### src/rtl/ps2_command_out.sv
// rtl/ps2_command_out.sv - PS/2 host-to-device command transmitter with open-drain output enables.
// Optional timeouts are built when PS2_COMMAND_OUT_TIMEOUT_EN is defined.
module ps2_command_out #(
  parameter int INHIBIT_CYCLES = 5000,
  parameter int START_TIMEOUT  = 750000,
  parameter int PACKET_TIMEOUT = 100000
) (
  input  logic       iCLK,
  input  logic       iRST_N,
  input  logic [7:0] the_command,
  input  logic       send_command,
  input  logic       ps2_clk_in,
  input  logic       ps2_dat_in,
  output logic       ps2_clk_oe,
  output logic       ps2_dat_oe,
  output logic       busy,
  output logic       command_was_sent,
  output logic       error_communication_timed_out
);

  localparam int MAX_AB = (INHIBIT_CYCLES > START_TIMEOUT) ? INHIBIT_CYCLES : START_TIMEOUT;
  localparam int MAX_P  = (MAX_AB > PACKET_TIMEOUT) ? MAX_AB : PACKET_TIMEOUT;
  localparam int CW     = $clog2(MAX_P) + 1;

  typedef enum logic [2:0] {
    S_IDLE, S_INHIBIT, S_RELEASE, S_SHIFT, S_ACK, S_WAIT_IDLE
  } state_t;

  state_t          state, state_d;
  logic [1:0]      clk_sync, dat_sync;
  logic            clk_prev;
  logic            clk_s, dat_s, fe;
  logic [8:0]      shreg, shreg_d;
  logic [3:0]      bit_cnt, bit_cnt_d;
  logic [CW-1:0]   inh_cnt, inh_cnt_d;
  logic            clk_oe_d, dat_oe_d, sent_d;

  assign clk_s = clk_sync[1];
  assign dat_s = dat_sync[1];
  assign fe    = clk_prev & ~clk_s;
  assign busy  = (state != S_IDLE);

`ifdef PS2_COMMAND_OUT_TIMEOUT_EN
  logic [CW-1:0]   to_cnt, to_cnt_d, to_limit;
  logic            err_d;
`else
  assign error_communication_timed_out = 1'b0;
`endif

  always_ff @(posedge iCLK or negedge iRST_N) begin
    if (!iRST_N) begin
      state            <= S_IDLE;
      clk_sync         <= 2'b00;
      dat_sync         <= 2'b00;
      clk_prev         <= 1'b0;
      shreg            <= '0;
      bit_cnt          <= '0;
      inh_cnt          <= '0;
      ps2_clk_oe       <= 1'b0;
      ps2_dat_oe       <= 1'b0;
      command_was_sent <= 1'b0;
`ifdef PS2_COMMAND_OUT_TIMEOUT_EN
      to_cnt                        <= '0;
      error_communication_timed_out <= 1'b0;
`endif
    end else begin
      state            <= state_d;
      clk_sync         <= {clk_sync[0], ps2_clk_in};
      dat_sync         <= {dat_sync[0], ps2_dat_in};
      clk_prev         <= clk_s;
      shreg            <= shreg_d;
      bit_cnt          <= bit_cnt_d;
      inh_cnt          <= inh_cnt_d;
      ps2_clk_oe       <= clk_oe_d;
      ps2_dat_oe       <= dat_oe_d;
      command_was_sent <= sent_d;
`ifdef PS2_COMMAND_OUT_TIMEOUT_EN
      to_cnt                        <= to_cnt_d;
      error_communication_timed_out <= err_d;
`endif
    end
  end

  always_comb begin
    state_d   = state;
    shreg_d   = shreg;
    bit_cnt_d = bit_cnt;
    inh_cnt_d = inh_cnt;
    clk_oe_d  = ps2_clk_oe;
    dat_oe_d  = ps2_dat_oe;
    sent_d    = 1'b0;
`ifdef PS2_COMMAND_OUT_TIMEOUT_EN
    to_cnt_d  = to_cnt;
    err_d     = 1'b0;
    to_limit  = (state == S_RELEASE) ? CW'(START_TIMEOUT - 1) : CW'(PACKET_TIMEOUT - 1);
`endif
    case (state)
      S_IDLE: begin
        clk_oe_d = 1'b0;
        dat_oe_d = 1'b0;
        if (send_command) begin
          shreg_d   = {~^the_command, the_command};
          inh_cnt_d = '0;
          bit_cnt_d = '0;
          clk_oe_d  = 1'b1;
          state_d   = S_INHIBIT;
`ifdef PS2_COMMAND_OUT_TIMEOUT_EN
          to_cnt_d  = '0;
`endif
        end
      end
      S_INHIBIT: begin
        // Start bit goes low one cycle before the clock is released.
        if (inh_cnt == CW'(INHIBIT_CYCLES - 1)) begin
          clk_oe_d = 1'b0;
          state_d  = S_RELEASE;
        end else begin
          inh_cnt_d = inh_cnt + 1'b1;
          if (inh_cnt == CW'(INHIBIT_CYCLES - 2)) dat_oe_d = 1'b1;
        end
      end
      S_RELEASE: begin
        if (fe) begin
          dat_oe_d  = ~shreg[0];
          shreg_d   = {1'b0, shreg[8:1]};
          bit_cnt_d = 4'd1;
          state_d   = S_SHIFT;
`ifdef PS2_COMMAND_OUT_TIMEOUT_EN
          to_cnt_d  = CW'(1);
`endif
        end
      end
      S_SHIFT: begin
        if (fe) begin
          if (bit_cnt == 4'd9) begin
            dat_oe_d = 1'b0;
            state_d  = S_ACK;
          end else begin
            dat_oe_d  = ~shreg[0];
            shreg_d   = {1'b0, shreg[8:1]};
            bit_cnt_d = bit_cnt + 1'b1;
          end
        end
      end
      S_ACK: begin
        // bit_cnt==10 marks that fe 11 passed with data high; keep waiting for it to drop.
        if ((fe || bit_cnt == 4'd10) && !dat_s) state_d = S_WAIT_IDLE;
        else if (fe)                            bit_cnt_d = 4'd10;
      end
      S_WAIT_IDLE: begin
        if (clk_s && dat_s) begin
          sent_d  = 1'b1;
          state_d = S_IDLE;
        end
      end
      default: state_d = S_IDLE;
    endcase
`ifdef PS2_COMMAND_OUT_TIMEOUT_EN
    // Completion in the same cycle wins over a timeout.
    if (state != S_IDLE && state != S_INHIBIT && !(state == S_RELEASE && fe)
        && state_d != S_IDLE) begin
      if (to_cnt == to_limit) begin
        state_d  = S_IDLE;
        clk_oe_d = 1'b0;
        dat_oe_d = 1'b0;
        err_d    = 1'b1;
      end else begin
        to_cnt_d = to_cnt + 1'b1;
      end
    end
`endif
  end

endmodule

### config.mk
export PLATFORM = sky130hd
export DESIGN_NAME = ps2_command_out
export DESIGN_NICKNAME = d
export VERILOG_FILES = /design/src/rtl/ps2_command_out.sv
export SDC_FILE = /design/constraint.sdc
export NUM_CORES = 1
export LEC_CHECK = 0
export BUFFER_PORTS_ARGS = -buffer_cell sky130_fd_sc_hd__buf_2
export CORE_MARGIN = 3
export CORE_UTILIZATION = 40
export CTS_CLUSTER_SIZE = 30
export DETAILED_ROUTE_END_ITERATION = 7
export GPL_TIMING_DRIVEN = 0
export PLACE_DENSITY = 0.67
export SYNTH_ARGS = -nofsm -noshare
export SYNTH_HDL_FRONTEND = slang
export SYNTH_SLANG_ARGS = --single-unit
### constraint.sdc
create_clock -name iCLK -period 3.94 [get_ports iCLK]
set_input_delay 0.591 -clock iCLK [delete_from_list [all_inputs] [get_ports iCLK]]
set_output_delay 0.591 -clock iCLK [all_outputs]
set_load 0.03 [all_outputs]
# == Yosys cells after proc, flatten, opt, wreduce, memory -nomap -nowiden ==
# Index checks and enable logic that the tools add are counted.
# word_totals
elab_cells,87
reg_bits,45
# classes
n_eq_ne,21
n_addsub,2
reduce_logical,17
muxes,34
bitwise,3
# ops
cell,n
$eq 21x13->1 const B,2
$mux 21,2
$pmux 21 s2,1
$mux 9,4
$pmux 9 s3,1
$mux 4,6
$ne 2x2->1 const B,12
$add 21x1->21 const B,1
$mux 3,7
$pmux 3 s6,1
$pmux 4 s4,1
$reduce_and 7->1,2
$reduce_and 5->1,2
$mux 1,9
$eq 4x4->1 const B,2
$reduce_bool 4->1,2
$reduce_xnor 8->1,1
$eq 3x2->1 const B,2
$eq 3x3->1 const B,2
$reduce_bool 3->1,2
$add 4x1->4 const B,1
$pmux 1 s4,1
$eq 3x1->1 const B,1
$logic_not 3->1,1
9 further kinds,11

# == Depth between registers and ports, before layout ==
# depth
word_depth,6
ltp_mapped,8
ltp_nobuf,7

# == Least setup slack after synthesis ==
# OpenSTA, ideal clock, no wires.
# synth_timing
path_kind,reg2reg
start,reg inh_cnt[5]
end,reg inh_cnt[1]
synth_period_minus_slack_ps,2210
setup_slack_ps,1730
n_path_buf,2
t_required_ps,3807
path_stages_with_launch,8
setup_ps,133
arrival_time_ps,2077
cell_sequence,dfrtp_1 -> buf_6 -> or4_1 -> or4_4 -> o21ai_4 -> and2_2 -> buf_6 -> o31ai_1
# synth_between
elab_chain_len,3
# synth_rtl
element,line_no,rtl
from (decl),35,"logic [CW-1:0] inh_cnt, inh_cnt_d;"
from (signal assigned),73,inh_cnt <= inh_cnt_d;
$eq 21x13->1,114,if (inh_cnt == CW'(INHIBIT_CYCLES - 1)) begin
$ne 2x2->1 (no line),n/a,
$reduce_and 3->1 (no line),n/a,
# No other way between the ends.
# A chain may end at the register's enable or synchronous reset.

# == Final worst setup path ==
# Ends and elaborated chain as after synthesis.

==> impl_metrics.env <==
export IMPL_cts_hold_buf=0
export IMPL_detail_route_first_pass_iterations=4
export IMPL_core_area_sq_um=6061
export IMPL_avgRoutedWirePerCell_microns=15.48
export IMPL_postPlaceCellArea_sq_um=2734
export IMPL_grt_setup_unrepaired="false"
export IMPL_critical_path_peak_fanout=10
export IMPL_maxUsedRoutingLayer="met4"
export IMPL_worst_path_max_delay_cell="sky130_fd_sc_hd__or4_4"
export IMPL_worst_clock_skew_ns=0.009844
export IMPL_worst_setup_path_end_kind="register"
export IMPL_io_buffers=16
export IMPL_first_global_vias=2173
export IMPL_path_cells="buf_6 -> or4_1 -> or4_4 -> o21ai_4 -> and2_2 -> buf_6 -> o31ai_1"
export IMPL_vdd_ir_drop_max_uv=276.0
export IMPL_cts_tree="done"
export IMPL_power_static_leakage_uw=0.001379
export IMPL_critical_path_startpoint_type="register"
export IMPL_cts_buffers_inserted=5
export IMPL_height_of_the_chip_microns=86
export IMPL_final_nets=320
export IMPL_post_synth_most_frequent_cells="sky130_fd_sc_hd__dfrtp_1, sky130_fd_sc_hd__nand2_1, sky130_fd_sc_hd__o21ai_0"
export IMPL_cellPowerDensity_nw_per_um2=492.5
export IMPL_fp_dieArea_sq_um=7396
export IMPL_cts_max_path_buffers=2
export IMPL_postSynthNetCount=297
export IMPL_setup_viol=0
export IMPL_ys_dominant_reg_cell="sky130_fd_sc_hd__dfrtp_1"
export IMPL_ys_types=48
export IMPL_ios=18
export IMPL_initial_antenna_violation_count=0
export IMPL_routability_driven_placement_congestion_ratio=0.8543
export IMPL_wirelength_met1_microns=2798
export IMPL_drive_above_1_share=0.09603
export IMPL_timing_final_crit_period_ns=2.401
export IMPL_synthesis_instances=279
export IMPL_postLayoutCoreUtil=0.4653
export IMPL_synth_ff_latch_count=45
export IMPL_tightest_slew_ns=1.031
export IMPL_h_tree_depth=2
export IMPL_std_cell_rows=28
export IMPL_fin_setup_tns_ns=0
export IMPL_tritoncts_num_sinks=45
export IMPL_timing_hold_worst_class="register to register"
export IMPL_wl_met2_microns=2731
export IMPL_mean_area_per_synthesized_cell_sq_um=9.175
export IMPL_clock_latency_ns=0.30
export IMPL_status="completed"
export IMPL_synthDominantCellAreaShare=0.4399
export IMPL_drt_iter0_drc=72
export IMPL_synthArstFlopShare=1.000
export IMPL_setup_worst_path_class="register to register"
export IMPL_drc_errors=0
export IMPL_die_w_microns=86
export IMPL_grt_start_max_net_pins=46
export IMPL_clockRootBuffer="sky130_fd_sc_hd__clkbuf_8"
export IMPL_route_detailed_vias_per_inst=5.849
export IMPL_cp_arrival_ns=2.56
export IMPL_reg_clk_slew_reported_paths_ns=0.09
export IMPL_synthMostInstantiatedCell="sky130_fd_sc_hd__dfrtp_1"
export IMPL_finalCritPeriodShare=0.6095
export IMPL_grt_usage=0.1730
export IMPL_finalHoldViolations=0
export IMPL_ys_warnings_count=0
export IMPL_netlist_top_cells_area="sky130_fd_sc_hd__dfrtp_1, sky130_fd_sc_hd__nand2_1, sky130_fd_sc_hd__o21ai_0, sky130_fd_sc_hd__a211o_1, sky130_fd_sc_hd__mux2i_1"
export IMPL_yosysTopAreaCell="sky130_fd_sc_hd__dfrtp_1"
export IMPL_netlist_area_before_placement_sq_um=2560
export IMPL_grt_first_pass_wirelength_microns=10320
export IMPL_gr_total_overflow=0
export IMPL_seq_area_frac_synth=0.4399
export IMPL_drv_cap=0
export IMPL_crit_top_cell="sky130_fd_sc_hd__buf_6"
export IMPL_start_util=0.4224
export IMPL_drtAntennaViolNets=0
export IMPL_via_count=2205
export IMPL_post_cts_repair_setup_buffers=0
export IMPL_timing_critical_path_required_ns=4.10
export IMPL_area_delta_synth_final_pct=10.17
export IMPL_finalWirelength_microns=5836
export IMPL_wl_met3_microns=233
export IMPL_detailed_place_hpwl_microns=4053
export IMPL_final_area_sq_um=2820
export IMPL_fillerInstances=578
export IMPL_relSlewSlack=0.3124
export IMPL_synth_enable_flop_cells=0
export IMPL_antenna_cells=0
export IMPL_cts_resized_gates=0
export IMPL_fmax_ghz=0.4164
export IMPL_slew_viol_final=0
export IMPL_cp_slowest_stage_delay_ns=0.53
cell families (layout without fill, tap and decap cells):
family / count (synthesis) / after routing / synth area share
AO/OA/AOI/OAI: 72 / 72 / 0.1887
XOR/XNOR: 7 / 7 / 0.02395
adder cells (fa/ha/maj): 5 / 5 / 0.02444
buffers and inverters: 24 / 47 / 0.04252
flip-flops: 45 / 45 / 0.4399
multiplexers: 9 / 9 / 0.03519
other: 1 / 1 / 0.001465
AND/OR/NAND/NOR: 116 / 116 / 0.2439
layout make-up:
type	count	area, sq um	area share
Buffer	14	71.32	0.02529
Clock buffer	7	86.33	0.03061
Inverter	10	37.54	0.01331
Multi-Input combinational cell	210	1325	0.4698
Sequential cell	45	1126	0.3993
Tap cell	75	93.84	0.03327
Timing Repair Buffer	16	80.08	0.02839
worst max-delay path: cells and delay by family (launching register included):
kind,cells,cell delay (ns)
simple gates,3,1.27
compound gates,2,0.33
buf+inv,2,0.28
flops,1,0.38
metrics by stage:
step	setup slack [ns]	power (uW)	cells	hold slack [ns]
detailed placement	1.514	1107	370	0.3347
CTS	1.509	1403	377	0.3496
global route	1.408	1500	377	0.3753
global placement	1.551	1089	370	0.3327
floorplan	1.730	990.9	279	0.2954
finish	1.539	1389	377	0.3418
power by group:
group          leakage (uW)  switching (uW)  internal (uW)  total [uW]
combinational      0.000763             181            171         352
sequential         0.000571             154            595         749
clock             0.0000443             149            139         288
total               0.00138             484            906        1390
flip-flops by register name (all words and copies together), names as in the netlist:
signal and cells:
state 3, bit_cnt 4, clk_prev 1, shreg 9, ps2_clk_oe 1, command_was_sent 1
clk_sync 2, inh_cnt 21, dat_sync 2, ps2_dat_oe 1
worst paths after layout:
path	cells past startpoint	start	slack, ns	end
worst max register to register	7	inh_cnt[5]	1.54	inh_cnt[1]
max in group asynchronous	1	iRST_N	2.83	shreg[4]
min in group asynchronous	1	iRST_N	0.45	bit_cnt[2]
worst min register to register	0	clk_sync[0]	0.34	clk_sync[1]
worst max-delay path	7	inh_cnt[5]	1.54	inh_cnt[1]
worst min-delay path	0	clk_sync[0]	0.34	clk_sync[1]
cells in the final DEF, fill, tap and decap left out, types with 2 or more instances in the layout:
| cell | count |
|---|---|
| sky130_fd_sc_hd__o211a_1 | 2 |
| sky130_fd_sc_hd__xnor2_1 | 6 |
| sky130_fd_sc_hd__nor2b_1 | 4 |
| sky130_fd_sc_hd__nor4_1 | 6 |
| sky130_fd_sc_hd__and4_1 | 3 |
| sky130_fd_sc_hd__and4b_1 | 2 |
| sky130_fd_sc_hd__o21ai_0 | 21 |
| sky130_fd_sc_hd__inv_1 | 10 |
| sky130_fd_sc_hd__clkbuf_1 | 11 |
| sky130_fd_sc_hd__nand2_1 | 29 |
| sky130_fd_sc_hd__nor3_1 | 15 |
| sky130_fd_sc_hd__mux2i_1 | 9 |
| sky130_fd_sc_hd__o22ai_1 | 2 |
| sky130_fd_sc_hd__nand4_1 | 7 |
| sky130_fd_sc_hd__o31a_1 | 2 |
| sky130_fd_sc_hd__clkbuf_8 | 6 |
| sky130_fd_sc_hd__nor4b_1 | 2 |
| sky130_fd_sc_hd__buf_6 | 2 |
| sky130_fd_sc_hd__dfrtp_1 | 45 |
| sky130_fd_sc_hd__nor2_1 | 13 |
| sky130_fd_sc_hd__or4_1 | 2 |
| sky130_fd_sc_hd__nand3_1 | 13 |
| sky130_fd_sc_hd__o211ai_1 | 2 |
| sky130_fd_sc_hd__and3_1 | 9 |
| sky130_fd_sc_hd__a211o_1 | 11 |
| sky130_fd_sc_hd__nand2b_1 | 4 |
| sky130_fd_sc_hd__ha_1 | 5 |
| sky130_fd_sc_hd__a31oi_1 | 11 |
| sky130_fd_sc_hd__o31ai_1 | 3 |
| sky130_fd_sc_hd__a21oi_1 | 10 |
| sky130_fd_sc_hd__buf_2 | 16 |
metal layers:
metal | global-route usage | vias up
met5 | 0 | -
met4 | 0.07194 | 0
met3 | 0.02786 | 7
met2 | 0.2663 | 50
met1 | 0.2412 | 1064
li1 | - | 1084
Note: power is estimated with default switching activity, not from simulation.
